`config.mk`:
```
export PLATFORM = sky130hd
export DESIGN_NAME = afifo_single_clk_flat
export DESIGN_NICKNAME = d
export VERILOG_FILES = /design/src/rtl/afifo_single_clk_if.sv /design/src/rtl/afifo_single_clk.sv /design/src/flat_wrapper.sv
export SDC_FILE = /design/constraint.sdc
export NUM_CORES = 1
export LEC_CHECK = 0
export CORE_MARGIN = 2
export CORE_UTILIZATION = 45
export CTS_CLUSTER_SIZE = 14
export DETAILED_ROUTE_END_ITERATION = 12
export GPL_ROUTABILITY_DRIVEN = 0
export HOLD_SLACK_MARGIN = 0.12
export PLACE_DENSITY = 0.61
export SLEW_MARGIN = 20
export SYNTH_ARGS = -nofsm -noshare
export SYNTH_HDL_FRONTEND = slang
export SYNTH_SLANG_ARGS = --single-unit
```
`constraint.sdc`:
```
create_clock -name clk -period 5.79 [get_ports clk]
set_clock_uncertainty 0.15 [all_clocks]
set_input_delay 1.158 -clock clk [delete_from_list [all_inputs] [get_ports clk]]
set_output_delay 1.158 -clock clk [all_outputs]
set_load 0.005 [all_outputs]
```
`src/rtl/afifo_single_clk_if.sv`:
```
// Handshake bundle between the producer/consumer and afifo_single_clk.
// master: producer/consumer side, slave: the FIFO itself.
interface afifo_single_clk_if #(
  parameter int WIDTH = 8
);
  logic [WIDTH-1:0] wdata;
  logic             push;
  logic             pop;
  logic             wfull;
  logic             rempty;
  logic [WIDTH-1:0] rdata;

  modport master (
    output wdata, push, pop,
    input  wfull, rempty, rdata
  );

  modport slave (
    input  wdata, push, pop,
    output wfull, rempty, rdata
  );
endinterface

```
`src/rtl/afifo_single_clk.sv`:
```
// Single-clock FIFO with Gray-coded pointers and show-ahead read data.
// Pointer/flag structure matches the dual-clock FIFO so the block can later
// be split into two domains without touching the interface or flag logic.
// Optional build macro: AFIFO_PTR_SYNC_EN -- routes each cross-side Gray
// pointer through a 2-flop chain before flag comparison, reproducing the
// conservative flag timing of the dual-clock version.
module afifo_single_clk #(
  parameter int DEPTH = 16,
  parameter int N     = 4,
  parameter int WIDTH = 8
) (
  input  logic              clk,
  input  logic              rst,
  afifo_single_clk_if.slave bus
);

  localparam logic [N:0] PTR_ONE = {{N{1'b0}}, 1'b1};

  logic [WIDTH-1:0] mem [DEPTH];

  logic [N:0] wr_bin;
  logic [N:0] rd_bin;
  logic [N:0] wr_bin_nxt;
  logic [N:0] rd_bin_nxt;
  logic [N:0] wr_gray;
  logic [N:0] rd_gray;
  logic [N:0] wr_gray_cmp;
  logic [N:0] rd_gray_cmp;
  logic       push_ok;
  logic       pop_ok;

  // Requests are qualified by the flags as they stand before the edge.
  assign push_ok    = bus.push & ~bus.wfull;
  assign pop_ok     = bus.pop  & ~bus.rempty;
  assign wr_bin_nxt = push_ok ? wr_bin + PTR_ONE : wr_bin;
  assign rd_bin_nxt = pop_ok  ? rd_bin + PTR_ONE : rd_bin;

  // Binary pointers and their registered Gray copies advance together.
  always_ff @(posedge clk) begin
    if (rst) begin
      wr_bin  <= '0;
      rd_bin  <= '0;
      wr_gray <= '0;
      rd_gray <= '0;
    end else begin
      wr_bin  <= wr_bin_nxt;
      rd_bin  <= rd_bin_nxt;
      wr_gray <= wr_bin_nxt ^ (wr_bin_nxt >> 1);
      rd_gray <= rd_bin_nxt ^ (rd_bin_nxt >> 1);
    end
  end

  // Storage write; contents are deliberately left uncleared by reset.
  always_ff @(posedge clk) begin
    if (!rst && push_ok) begin
      mem[wr_bin[N-1:0]] <= bus.wdata;
    end
  end

`ifdef AFIFO_PTR_SYNC_EN
  logic [N:0] wr_gray_s1;
  logic [N:0] rd_gray_s1;

  // Two-stage chains delay each opposite-side pointer as a CDC synchronizer would.
  always_ff @(posedge clk) begin
    if (rst) begin
      wr_gray_s1  <= '0;
      wr_gray_cmp <= '0;
      rd_gray_s1  <= '0;
      rd_gray_cmp <= '0;
    end else begin
      wr_gray_s1  <= wr_gray;
      wr_gray_cmp <= wr_gray_s1;
      rd_gray_s1  <= rd_gray;
      rd_gray_cmp <= rd_gray_s1;
    end
  end
`else
  assign wr_gray_cmp = wr_gray;
  assign rd_gray_cmp = rd_gray;
`endif

  // Full when the write pointer is exactly one lap ahead: Gray form inverts
  // the two MSBs of the read pointer.
  assign bus.rempty = (rd_gray == wr_gray_cmp);
  assign bus.wfull  = (wr_gray == {~rd_gray_cmp[N:N-1], rd_gray_cmp[N-2:0]});

  // Show-ahead head word; forced to zero while the FIFO reports empty.
  assign bus.rdata  = bus.rempty ? '0 : mem[rd_bin[N-1:0]];

endmodule

```
`src/flat_wrapper.sv`:
```
// flat-port wrapper written by rule: the top's interface ports become plain ports
module afifo_single_clk_flat 
#(
  parameter int DEPTH = 16,
  parameter int N     = 4,
  parameter int WIDTH = 8
)
  (clk, rst, bus_wdata, bus_push, bus_pop, bus_wfull, bus_rempty, bus_rdata);
  afifo_single_clk_if #(.WIDTH(WIDTH)) bus_i ();
  input  logic clk;
  input  logic rst;
  input wire logic [$bits(bus_i.wdata)-1:0] bus_wdata;
  input wire logic [$bits(bus_i.push)-1:0] bus_push;
  input wire logic [$bits(bus_i.pop)-1:0] bus_pop;
  output wire logic [$bits(bus_i.wfull)-1:0] bus_wfull;
  output wire logic [$bits(bus_i.rempty)-1:0] bus_rempty;
  output wire logic [$bits(bus_i.rdata)-1:0] bus_rdata;
  assign bus_i.wdata = bus_wdata;
  assign bus_i.push = bus_push;
  assign bus_i.pop = bus_pop;
  assign bus_wfull = bus_i.wfull;
  assign bus_rempty = bus_i.rempty;
  assign bus_rdata = bus_i.rdata;
  afifo_single_clk #(.DEPTH(DEPTH), .N(N), .WIDTH(WIDTH)) u_core (.clk(clk), .rst(rst), .bus(bus_i));
endmodule
```
* Word-level counts from Yosys, hierarchy flattened *
Memories as Yosys holds them, arrays and structs flattened. A register that Yosys moved wholly into a read port is not among the register bits.
Cells that the tools add are included.

word-level totals
  logic and storage cells = 24
  register bits after elaboration = 20
  output and inout bits = 10
  RAM bits = 128
  input bits = 12
  memories = 1

memory list
  memory      words  width  rd ports  clocked after memory_dff  wr ports  RTL line                RTL
  u_core.mem  16     8      1         1                         1         afifo_single_clk.sv:19  logic [WIDTH-1:0] mem [DEPTH];

cells by class
  eq/ne operators = 2
  muxes and demuxes = 6
  reduce and logical (&&, ||, !) cells = 2
  bitwise gates (word level) = 7
  add/subtract/negate cells = 2

operators with widths
  cell                                          number
  adder 5 x 1 -> 5 bit (second input constant)  2
  == test 5 bit                                 2
  two-way mux 5 bit                             2
  XOR 5 x 4 -> 5 bit                            2
  two-way mux 8 bit                             1
  two-way mux 4 bit                             1
  bitwise AND 1 bit                             2
  two-way mux 1 bit                             2
  NOT 1 bit                                     2
  NOT 2 bit                                     1
  logical AND 1 bit                             1
  logical NOT 1 bit                             1

* Longest topological paths before layout *
  depth after elaboration = 7
  depth in mapped cells = 7
  depth with buffers taken out = 6

* Worst setup path after synthesis *
No wires, ideal clock.

  path type = reg2out
  from = register, netlist name u_core.rd_bin[0]
  to = output bus_rdata[5]
  setup slack = 2.889 ns
  arrival time = 1.593 ns
  data required time = 4.482 ns
  stages on the path, launching flop included = 7
  buffers on the path = 2
  cell sequence = dfxtp_1 > buf_4 > buf_6 > mux4_2 > and2_1 > a211oi_1 > a211oi_1

RTL lines
  element    RTL line            RTL
  to (decl)  flat_wrapper.sv:17  output wire logic [$bits(bus_i.rdata)-1:0] bus_rdata;

==> metrics.yaml <==
yosys:
  synth-async-reset-ratio_pct: 0
  syn_avg_cell_area_um2: 18.43
  synth-compound-area-share_pct: 3.320
  netlist_area_um2: 5954
  yosys.area.top_type_share_pct: 64.55
  synth_cell_types: 32
  muxShareOfSynthArea_pct: 14.29
  synth_edf_count: 128
  synth_ff_type: "edfxtp_1"
  synth_top_family_by_area: "multiplexers"
  postSynthCellCount: 323
  synth_nets: 340
  synth-seq-cells: 146
  synthTopCellsByArea: "edfxtp_1 65%, mux4_2 12%, dfxtp_1 6.1%"
  synth_fa_ha_area_share_pct: 1.051
  synth_xor_area_share_pct: 3.635
  yosysSeqAreaShare_pct: 70.60
  yosys.area.top_type: "edfxtp_1"
  ys_warn_count: 0
  synth-simple-area-share_pct: 4.854
die:
  start_util_pct: 45.51
  dieArea_um2: 14170
  std_cell_rows: 42
  die_height_um: 119.0
  core_um2: 13090
  die_w_um: 119.0
  ios: 22
timing:
  slew_violations: 0
  rsz0062_at_grt: "no"
  period_share_pct: 73.37
  fmax_mhz: 235.4
  relSlewSlack_pct: 33.10
  hold_violations: 0
  period_needed_ns: 4.248
  worst_pin_slew_ns: 1.002
  setup_viol: 0
  holdWs_ns: 0.4222
  setup_tns_ns: 0
power_and_ir_drop:
  leakagePower_nw: 2.200
  peakVddDrop_mv: 0.2051
  power_per_cell_area_nw_per_um2: 397.2
setup_path:
  cp-end-kind: "primary output"
  path_class: "register to primary output"
  critical_path.startpoint: "u_core.rd_bin[2]"
  crit_arrival_ns: 2.94
  rr_startpoint: "u_core.wr_gray[4]"
  cp-start-kind: "register"
  regToRegEndpoint: "u_core.mem[15][0]"
  cp_slowest_cell: "dfxtp_1"
  crit_fanout: 21
  cp_cell_sequence: "buf_4 > mux4_2 > and2_1 > a211oi_1 > a211oi_1 > clkdlybuf4s50_1"
  cp.required_ns: 4.48
  crit_top_cell: "a211oi_1"
  worstRegToRegCells: 5
  r2r_slack_ns: 3.17
  critPathMaxStageDelay_ns: 0.98
cts:
  post-cts-setup-buffers: 0
  clock_sink_count: 146
  htree_levels: 4
  clk_latency_ns: 0.41
  cts.repair.resized: 0
  cts.clk_slew.worst_paths_ns: 0.06
  ctsLongestPathBuffers: 2
  ctsHoldBuffers: 0
  cts_tree: "built"
  numCtsBuffers: 17
  root_buffer: "clkbuf_16"
layout:
  antenna_cells: 0
  area_growth_pct: 16.18
  nNetsFinal: 370
  drive_above_1_share_pct: 21.04
global_routing:
  track_usage_pct: 17.23
  grt.overflow.total: 0
  grt_pass1_vias: 2988
  grt_max_degree: 30
  grt_pass1_wl_mm: 17.61
  antenna_found_initial: 0
min_path:
  hold_class: "register to register"
  hold_end: "u_core.wr_gray[4]"
  whs_path_depth: 2
  hp-start: "u_core.wr_gray[4]"
detailed_routing:
  ant_nets: 0
  vias: 2892
  drc: 0
  first_iter_violations: 212
  dr.pass1.iters: 4
  wire_per_inst_um: 20.37
  drt_wl_total_mm: 11.04
  viasPerCell: 5.336
outcome:
  status: "finished clean"
placement:
  io_buffers: 21
  dp_hpwl_mm: 7.157
job:
  drv_cap: 0
## per-layer routing
layer	vias to the layer above	share of wire (%)	GRT usage, %
met5	-	0	0
met4	0	1.4	5.804
met3	12	4.7	4.358
met2	69	48	26.33
met1	1477	45	24.31
li1	1334	-	-
## cells by family (layout without fill, tap and decap cells)
group | Yosys count | count (layout)
flops | 146 | 146
simple gates | 58 | 58
mux | 45 | 45
compound gates | 25 | 25
xor+xnor | 23 | 23
buf+inv | 21 | 64
fa+ha+maj | 5 | 5
## per-stage QoR
stage / setup slack [ns] / total power, W / instances / cell area, um2 / utilization, %
6_report: 1.542 / 0.002748 / 542 / 6918 / 52.87
5_1_grt: 1.374 / 0.002859 / 542 / 6918 / 52.87
3_5_place_dp: 1.959 / 0.001703 / 510 / 6330 / 48.37
3_3_place_gp: 1.974 / 0.001700 / 510 / 6330 / 48.37
4_1_cts: 1.504 / 0.002780 / 542 / 6918 / 52.87
2_1_floorplan: 2.889 / 0.001548 / 323 / 5954 / -
## worst max-delay path by stage
| stage | end | slack [ns] | cells past startpoint |
|---|---|---|---|
| 6_report | bus_rdata[5] | 1.54 | 6 |
| 2_1_floorplan | bus_rdata[5] | 2.89 | 6 |
| 3_3_place_gp | bus_rdata[2] | 1.97 | 6 |
| 3_5_place_dp | bus_rdata[5] | 1.96 | 6 |
| 4_1_cts | bus_rdata[5] | 1.50 | 6 |
| 5_1_grt | bus_rdata[3] | 1.37 | 6 |
## worst max-delay path, delay by kind of cell (launching register included)
family          cells  cell delay [ns]
buf+inv             2             0.78
flops               1             0.98
compound gates      2             0.30
simple gates        1             0.17
mux                 1             0.29
## area by class of cell
class	instances	area [um2]
fillers	1040	6167
flip-flops and latches	146	4205
multi-input cells	156	1627
clock buffers	18	429.2
repair buffers	28	262.8
well taps	176	220.2
clock inverters	14	158.9
inverters	4	15.01
## where the power goes
group / switching, W / total, W / internal, W
Clock: 0.000403 / 0.00108 / 0.000675
Sequential: 0.0000298 / 0.00119 / 0.00116
Combinational: 0.000216 / 0.000475 / 0.000259
Total: 0.000649 / 0.00275 / 0.00210
## cells in the final DEF (no fill, tap or decap), types with 8 or more instances in the layout
| master | instances |
|---|---|
| mux4_2 | 32 |
| clkbuf_16 | 17 |
| dfxtp_1 | 17 |
| mux2i_1 | 13 |
| nor2_1 | 33 |
| clkdlybuf4s50_1 | 21 |
| a211oi_1 | 16 |
| edfxtp_1 | 128 |
| xnor2_1 | 14 |
| and2_1 | 8 |
## cells in the mapped netlist (2+ instances only)
library cell and n:
edfxtp_1 128, nor2_1 33, mux4_2 32, dfxtp_1 18
a211oi_1 16, xnor2_1 14, mux2i_1 13, and2_1 8
xor2_1 7, buf_2 5, ha_1 5, inv_1 4
nand3b_1 4, nor3_1 4, and3_1 3, buf_4 3
buf_6 3, clkbuf_1 3, o211ai_1 3, nand2_1 2
nand2b_1 2, o211ai_2 2, xor2_2 2
## registers in the layout, indices dropped and copies added (netlist names)
name / flops
u_core.wr_bin: 4
u_core.wr_gray: 5
u_core.mem: 128
u_core.rd_bin: 4
u_core.rd_gray: 5
Power figures use the tool's default switching activity.
==> edit 1 (same flow settings) <==
The option `AFIFO_PTR_SYNC_EN` is turned on by a define.
--- a/src/rtl/afifo_single_clk.sv
+++ b/src/rtl/afifo_single_clk.sv
@@ -6,2 +6,4 @@
 // conservative flag timing of the dual-clock version.
+`define AFIFO_PTR_SYNC_EN
+
 module afifo_single_clk #(
Behaviour: not the same (a bounded check fails within 4 cycles, from zero or initial values and one cycle with rst high).
==> edit 1 against the original RTL <==
Sequential cell count up 20; global-route usage down 0.28 points; synthesized area up 11%; register-to-register slack worse by 0.07 ns; synthesized cell count up 15%; wire length up 11%; cell area up 9.4%; count of clock-buffer cells in the layout up 1; die area up 10%; setup slack worse by 0.12 ns; critical endpoint is now bus_rdata[0]; highest routed layer unchanged.
Power is not compared: it rests on default switching activity, and its combinational part moved more than twofold at a synthesized area within 25%.
==> edit 1: results (changes against the original RTL) <==
| Metric | Value |
|---|---|
| Worst Path Max Fanout | `21 (unchanged)` |
| Post-CTS resize count | `0 (unchanged)` |
| Worst R2R End | `u_core.mem[11][3]` |
| Top cells by area, synth | `edfxtp_1, dfxtp_1, mux4_2` |
| Cell class contributing the biggest share of worst-path delay | `buffers and inverters` |
| Reg clk slew, reported paths | `0.06 ns (about the same)` |
| Tot GR Track Use | `17.0% (-0.28 points)` |
| N_diodes | `0 (unchanged)` |
| R2R Setup Slk | `3.10 ns (-0.07 ns)` |
| CTS buffer count | `17 (unchanged)` |
| Worst Hold Class | `register to register` |
| Crit-path slowest cell | `dfxtp_2` |
| Worst-case clock buffer depth | `2 (unchanged)` |
| Via count | `3158 (+9.2%)` |
| Drt pass-1 iters | `4 (unchanged)` |
| Syn nets | `388 (+14%)` |
| Number of enable flip-flop cells after synthesis | `128 (unchanged)` |
| Initial antenna violation count | `0 (unchanged)` |
| Syn Area/Cell | `17.8 um2 (-3.6%)` |
| Largest net degree at the start of global routing | `46 (+53%)` |
| Initial DRC count | `306 (+44%)` |
| Hold_ws | `0.292 ns (-0.130 ns)` |
| Vias/cell | `5.33 (-0.19%)` |
| FFs w/ async S/R, synth | `0% (unchanged)` |
| Sequential area share after synthesis | `69.8% (-0.77 points)` |
| Synth Warn # | `0 (unchanged)` |
| Leak pwr | `2.46 nW` |
| Hold Path Depth | `1 (-1)` |
| Vias in the first global route | `3308 (+11%)` |
| Reg2Reg Depth | `6 (+1)` |
| Synth Area in Compound Gates | `3.02% (-0.30 points)` |
| Grt ovf | `0 (unchanged)` |
| Hold Path Origin | `u_core.rd_gray_s1[2]` |
| WL per Instance | `20.6 um (+1.1%)` |
| Clock Root Buffer | `clkbuf_16` |
| Synth Area in Adders | `0.949% (-0.10 points)` |
| Multiplexer share of the synthesized area | `13.6% (-0.72 points)` |
| DR DRC count | `0 (unchanged)` |
| H-tree depth | `4 (unchanged)` |
| Worst path max stage delay | `0.77 ns (-0.21 ns)` |
| Switching Share | `21.3%` |
| Dpl cell area | `7000 um2 (+11%)` |
| Hold path endpoint | `u_core.rd_gray_cmp[2]` |
| Half-perimeter wire length after placement | `8.08 mm (+13%)` |
| Reg2reg start | `u_core.rd_gray_cmp[2]` |
| Distinct cell type count after synthesis | `32 (unchanged)` |
| Cells after DPL | `562 (+10%)` |
| First-pass GRT wire length | `19.3 mm (+9.5%)` |
| Post-CTS setup buffer count | `0 (unchanged)` |
| Slew @ Worst Pin | `0.864 ns (-0.138 ns)` |
| Prevailing post-synth register cell | `edfxtp_1` |
| Max FFs per register | `128 (unchanged)` |
| Layout net count | `414 (+12%)` |
| Port bufs | `21 (unchanged)` |
| Worst EP arrival | `3.06 ns (+0.12 ns)` |
| Top post-synthesis cells by count | `edfxtp_1, dfxtp_1, nor2_1` |
| Xor/xnor share of the synthesized area | `3.95% (+0.31 points)` |
| Layout cell share with drive strength beyond 1 | `16.6% (-4.4 points)` |
| Status | `completed` |
## edit 1: changes by cell type after synthesis, moves of 3 or more
cell      unedited run  this run
dfxtp_1             18        38
nor2b_1              0        20
mux4_1               0         9
mux4_2              32        23
nor2_1              33        24
and2_1               8        16
nor4_1               0         5
clkbuf_1             3         7
nand3b_1             4         0
nor3_1               4         0
xor2_1               7        11
buf_2                5         2
inv_1                4         7
## edit 1: worst reg2reg max path: cells and delay by family (launching register included)
kind / cells / cell delay [ns]
flops: 1 / 0.34
simple gates: 3 / 1.39
buf+inv: 1 / 0.21
xor+xnor: 1 / 0.13
compound gates: 1 / 0.10
## edit 1: area by class of cell
| type | instances | area [um2] |
|---|---|---|
| Fill cell | 1178 | 6850 |
| Multi-Input combinational cell | 179 | 1900 |
| Clock buffer | 19 | 433 |
| Tap cell | 184 | 230 |
| Clock inverter | 12 | 129 |
| Sequential cell | 166 | 4610 |
| Timing Repair Buffer | 26 | 248 |
| Inverter | 7 | 26.3 |
## edit 1: worst max path at each step
| stage | depth (start not counted) | startpoint | slack (ns) | end |
|---|---|---|---|---|
| detailed placement | 5 | u_core.rd_bin[0] | 1.80 | bus_rdata[1] |
| finish | 5 | u_core.rd_bin[0] | 1.43 | bus_rdata[0] |
| CTS | 5 | u_core.rd_bin[0] | 1.34 | bus_rdata[1] |
| global placement | 5 | u_core.rd_bin[0] | 1.79 | bus_rdata[0] |
| global route | 5 | u_core.rd_bin[0] | 1.17 | bus_rdata[0] |
| floorplan | 3 | rst | 2.78 | u_core.mem[15][0] |
## edit 1: metal layers
layer  part of all wire (%)  track usage (%)  up-vias  wire length, um
met4                    1.2             6.27        0              141
li1                       -                -     1474                -
met2                     52             29.0       40             6390
met5                      0                0        -                0
met1                     44             21.0     1632             5360
met3                    2.7             4.24       12              331
## edit 1: through the flow
step | utilization (%) | worst slack (ns)
2_1_floorplan | - | 2.78
3_3_place_gp | 48.4 | 1.79
3_5_place_dp | 48.5 | 1.80
4_1_cts | 52.4 | 1.34
5_1_grt | 52.5 | 1.17
6_report | 52.5 | 1.43
## edit 1: cells by family after synthesis
family | after synthesis
xor gates and xnor gates | 28
AOI/OAI and AO/OA | 24
muxes | 46
and+or+nand+nor | 76
DFF | 166
buffers and inverters | 26
adders and majority gates | 5
## edit 1: power groups by stage
stage	clock, mW	combinational (mW)	sequential (mW)
finish	1.07	0.180	1.31
global route	1.15	0.196	1.32
CTS	1.10	0.183	1.32
detailed placement	0	0.182	1.34
global placement	0	0.179	1.34
floorplan	0	0.128	1.33
==> edit 2 (same flow settings) <==
Made on the original files. `DEPTH` is set to 16 in 2 places; all go to 8.
--- a/src/rtl/afifo_single_clk.sv
+++ b/src/rtl/afifo_single_clk.sv
@@ -7,3 +7,3 @@
 module afifo_single_clk #(
-  parameter int DEPTH = 16,
+  parameter int DEPTH = 8,
   parameter int N     = 4,
--- a/src/flat_wrapper.sv
+++ b/src/flat_wrapper.sv
@@ -3,3 +3,3 @@
 #(
-  parameter int DEPTH = 16,
+  parameter int DEPTH = 8,
   parameter int N     = 4,
Behaviour: not the same (Yosys sat finds a counterexample within 10 cycles, from zero or initial values and one cycle with rst high).
==> edit 2 against the original RTL <==
Cell area is 44% lower; power is 51% lower; setup slack better by 0.47 ns; critical path depth is 2 lower; wire length is 48% lower; non-clock buffer count is 2 lower; sequential cell count is 64 lower; synthesized area is 44% lower; combinational power is 40% lower; largest cell class unchanged; highest routed layer unchanged.
==> edit 2: results (changes against the original RTL) <==
| Metric | Value |
|---|---|
| Bufs w/o clock | `26 (-7.1%)` |
| Syn Area/Cell | `17.0 um2 (-7.9%)` |
| Number of enable flip-flop cells after synthesis | `64 (-50%)` |
| GR Layer Usage met1 | `19.9% (-4.4 points)` |
| Clock Root Buffer | `clkbuf_8` |
| Leak pwr | `1.29 nW (-42%)` |
| Met3 wire len | `219 um (-58%)` |
| Reg2reg start | `u_core.rd_bin[1]` |
| Worst Path Max Fanout | `10 (-52%)` |
| Xor/xnor share of the synthesized area | `6.10% (+2.5 points)` |
| Hold_ws | `0.432 ns (+0.00958 ns)` |
| Non-filler cells, final | `330 (-39%)` |
| Vias in the first global route | `1752 (-41%)` |
| Vias/cell | `5.25 (-1.7%)` |
| Top cells by area, synth | `edfxtp_1, dfxtp_1, mux4_2` |
| First-pass GRT wire length | `9.20 mm (-48%)` |
| Cells after DPL | `314 (-38%)` |
| Status | `completed` |
| Tot GR Track Use | `15.3% (-1.9 points)` |
| H-tree depth | `3 (-1)` |
| Clock network area share | `4.96% (-3.5 points)` |
| Switching power | `0.355 mW (-45%)` |
| Half-perimeter wire length after placement | `3.71 mm (-48%)` |
| Sequential area share after synthesis | `67.9% (-2.7 points)` |
| Syn nets | `212 (-38%)` |
| Distinct cell type count after synthesis | `29 (-9.4%)` |
| Setup WS pre-CTS | `2.21 ns (+0.248 ns)` |
| Count of multi-input gates | `105 (-33%)` |
| Signal inverters | `2 (-2)` |
| Met3 Track Usage GR | `3.42% (-0.94 points)` |
| Worst EP arrival | `2.47 ns (-0.47 ns)` |
| FILL cells | `607 (-42%)` |
| R2R Setup Slk | `3.52 ns (+0.35 ns)` |
| Max FFs per register | `64 (-50%)` |
| Final Util | `53.5% (+0.66 points)` |
| FF/Latch Area | `2280 um2 (-46%)` |
| Worst path max stage delay | `0.70 ns (-0.28 ns)` |
| FP Rows | `31 (-26%)` |
| Top post-synthesis cells by count | `edfxtp_1, nor2_1, dfxtp_1` |
| Multiplexer share of the synthesized area | `14.0% (-0.30 points)` |
| Reg clk slew, reported paths | `0.08 ns (+0.02 ns)` |
| Synth Area in Compound Gates | `2.72% (-0.60 points)` |
| VDD IR max | `0.163 mV (-20%)` |
| Num sequential | `82 (-44%)` |
| Crit-path slowest cell | `nor2_1` |
| Initial DRC count | `166 (-22%)` |
| Total sequential power | `0.673 mW (-43%)` |
| Multi-input gate share of total cell area | `26.5% (+3.0 points)` |
| Reg2Reg Depth | `6 (+1)` |
| Met2 GRT Util | `24.3% (-2.0 points)` |
| Layout net count | `240 (-35%)` |
| FMAX | `264 MHz (+12%)` |
| Switching Share | `26.1% (+2.5 points)` |
| Layout cell share with drive strength beyond 1 | `20.8% (-0.26 points)` |
## edit 2: changes by cell type in the layout (fill, tap and decap cells not counted), sizes merged, moves of 3 or more
cell / delta
ha: -3
and2: -8
clkinv: -5
nor3: -3
nand3b: -4
edfxtp: -64
nor4: +4
and3: +3
mux4: -16
inv: -4
nor2: -4
a211oi: -16
clkbuf: -9
## edit 2: critical path: cells and delay by family (launching register included)
family | cells | cell delay, ns
flops | 1 | 0.32
xor+xnor | 1 | 0.24
buf+inv | 1 | 0.65
simple gates | 2 | 0.91
## edit 2: worst max-delay path by stage
| stage | start | endpoint | cells after the start |
|---|---|---|---|
| floorplan | u_core.rd_bin[0] | bus_rdata[6] | 5 |
| global placement | rst | u_core.mem[5][2] | 3 |
| detailed placement | rst | u_core.mem[5][2] | 3 |
| CTS | u_core.wr_gray[0] | bus_rempty | 4 |
| global route | u_core.rd_bin[0] | bus_rdata[3] | 5 |
| finish | u_core.wr_gray[0] | bus_rempty | 4 |
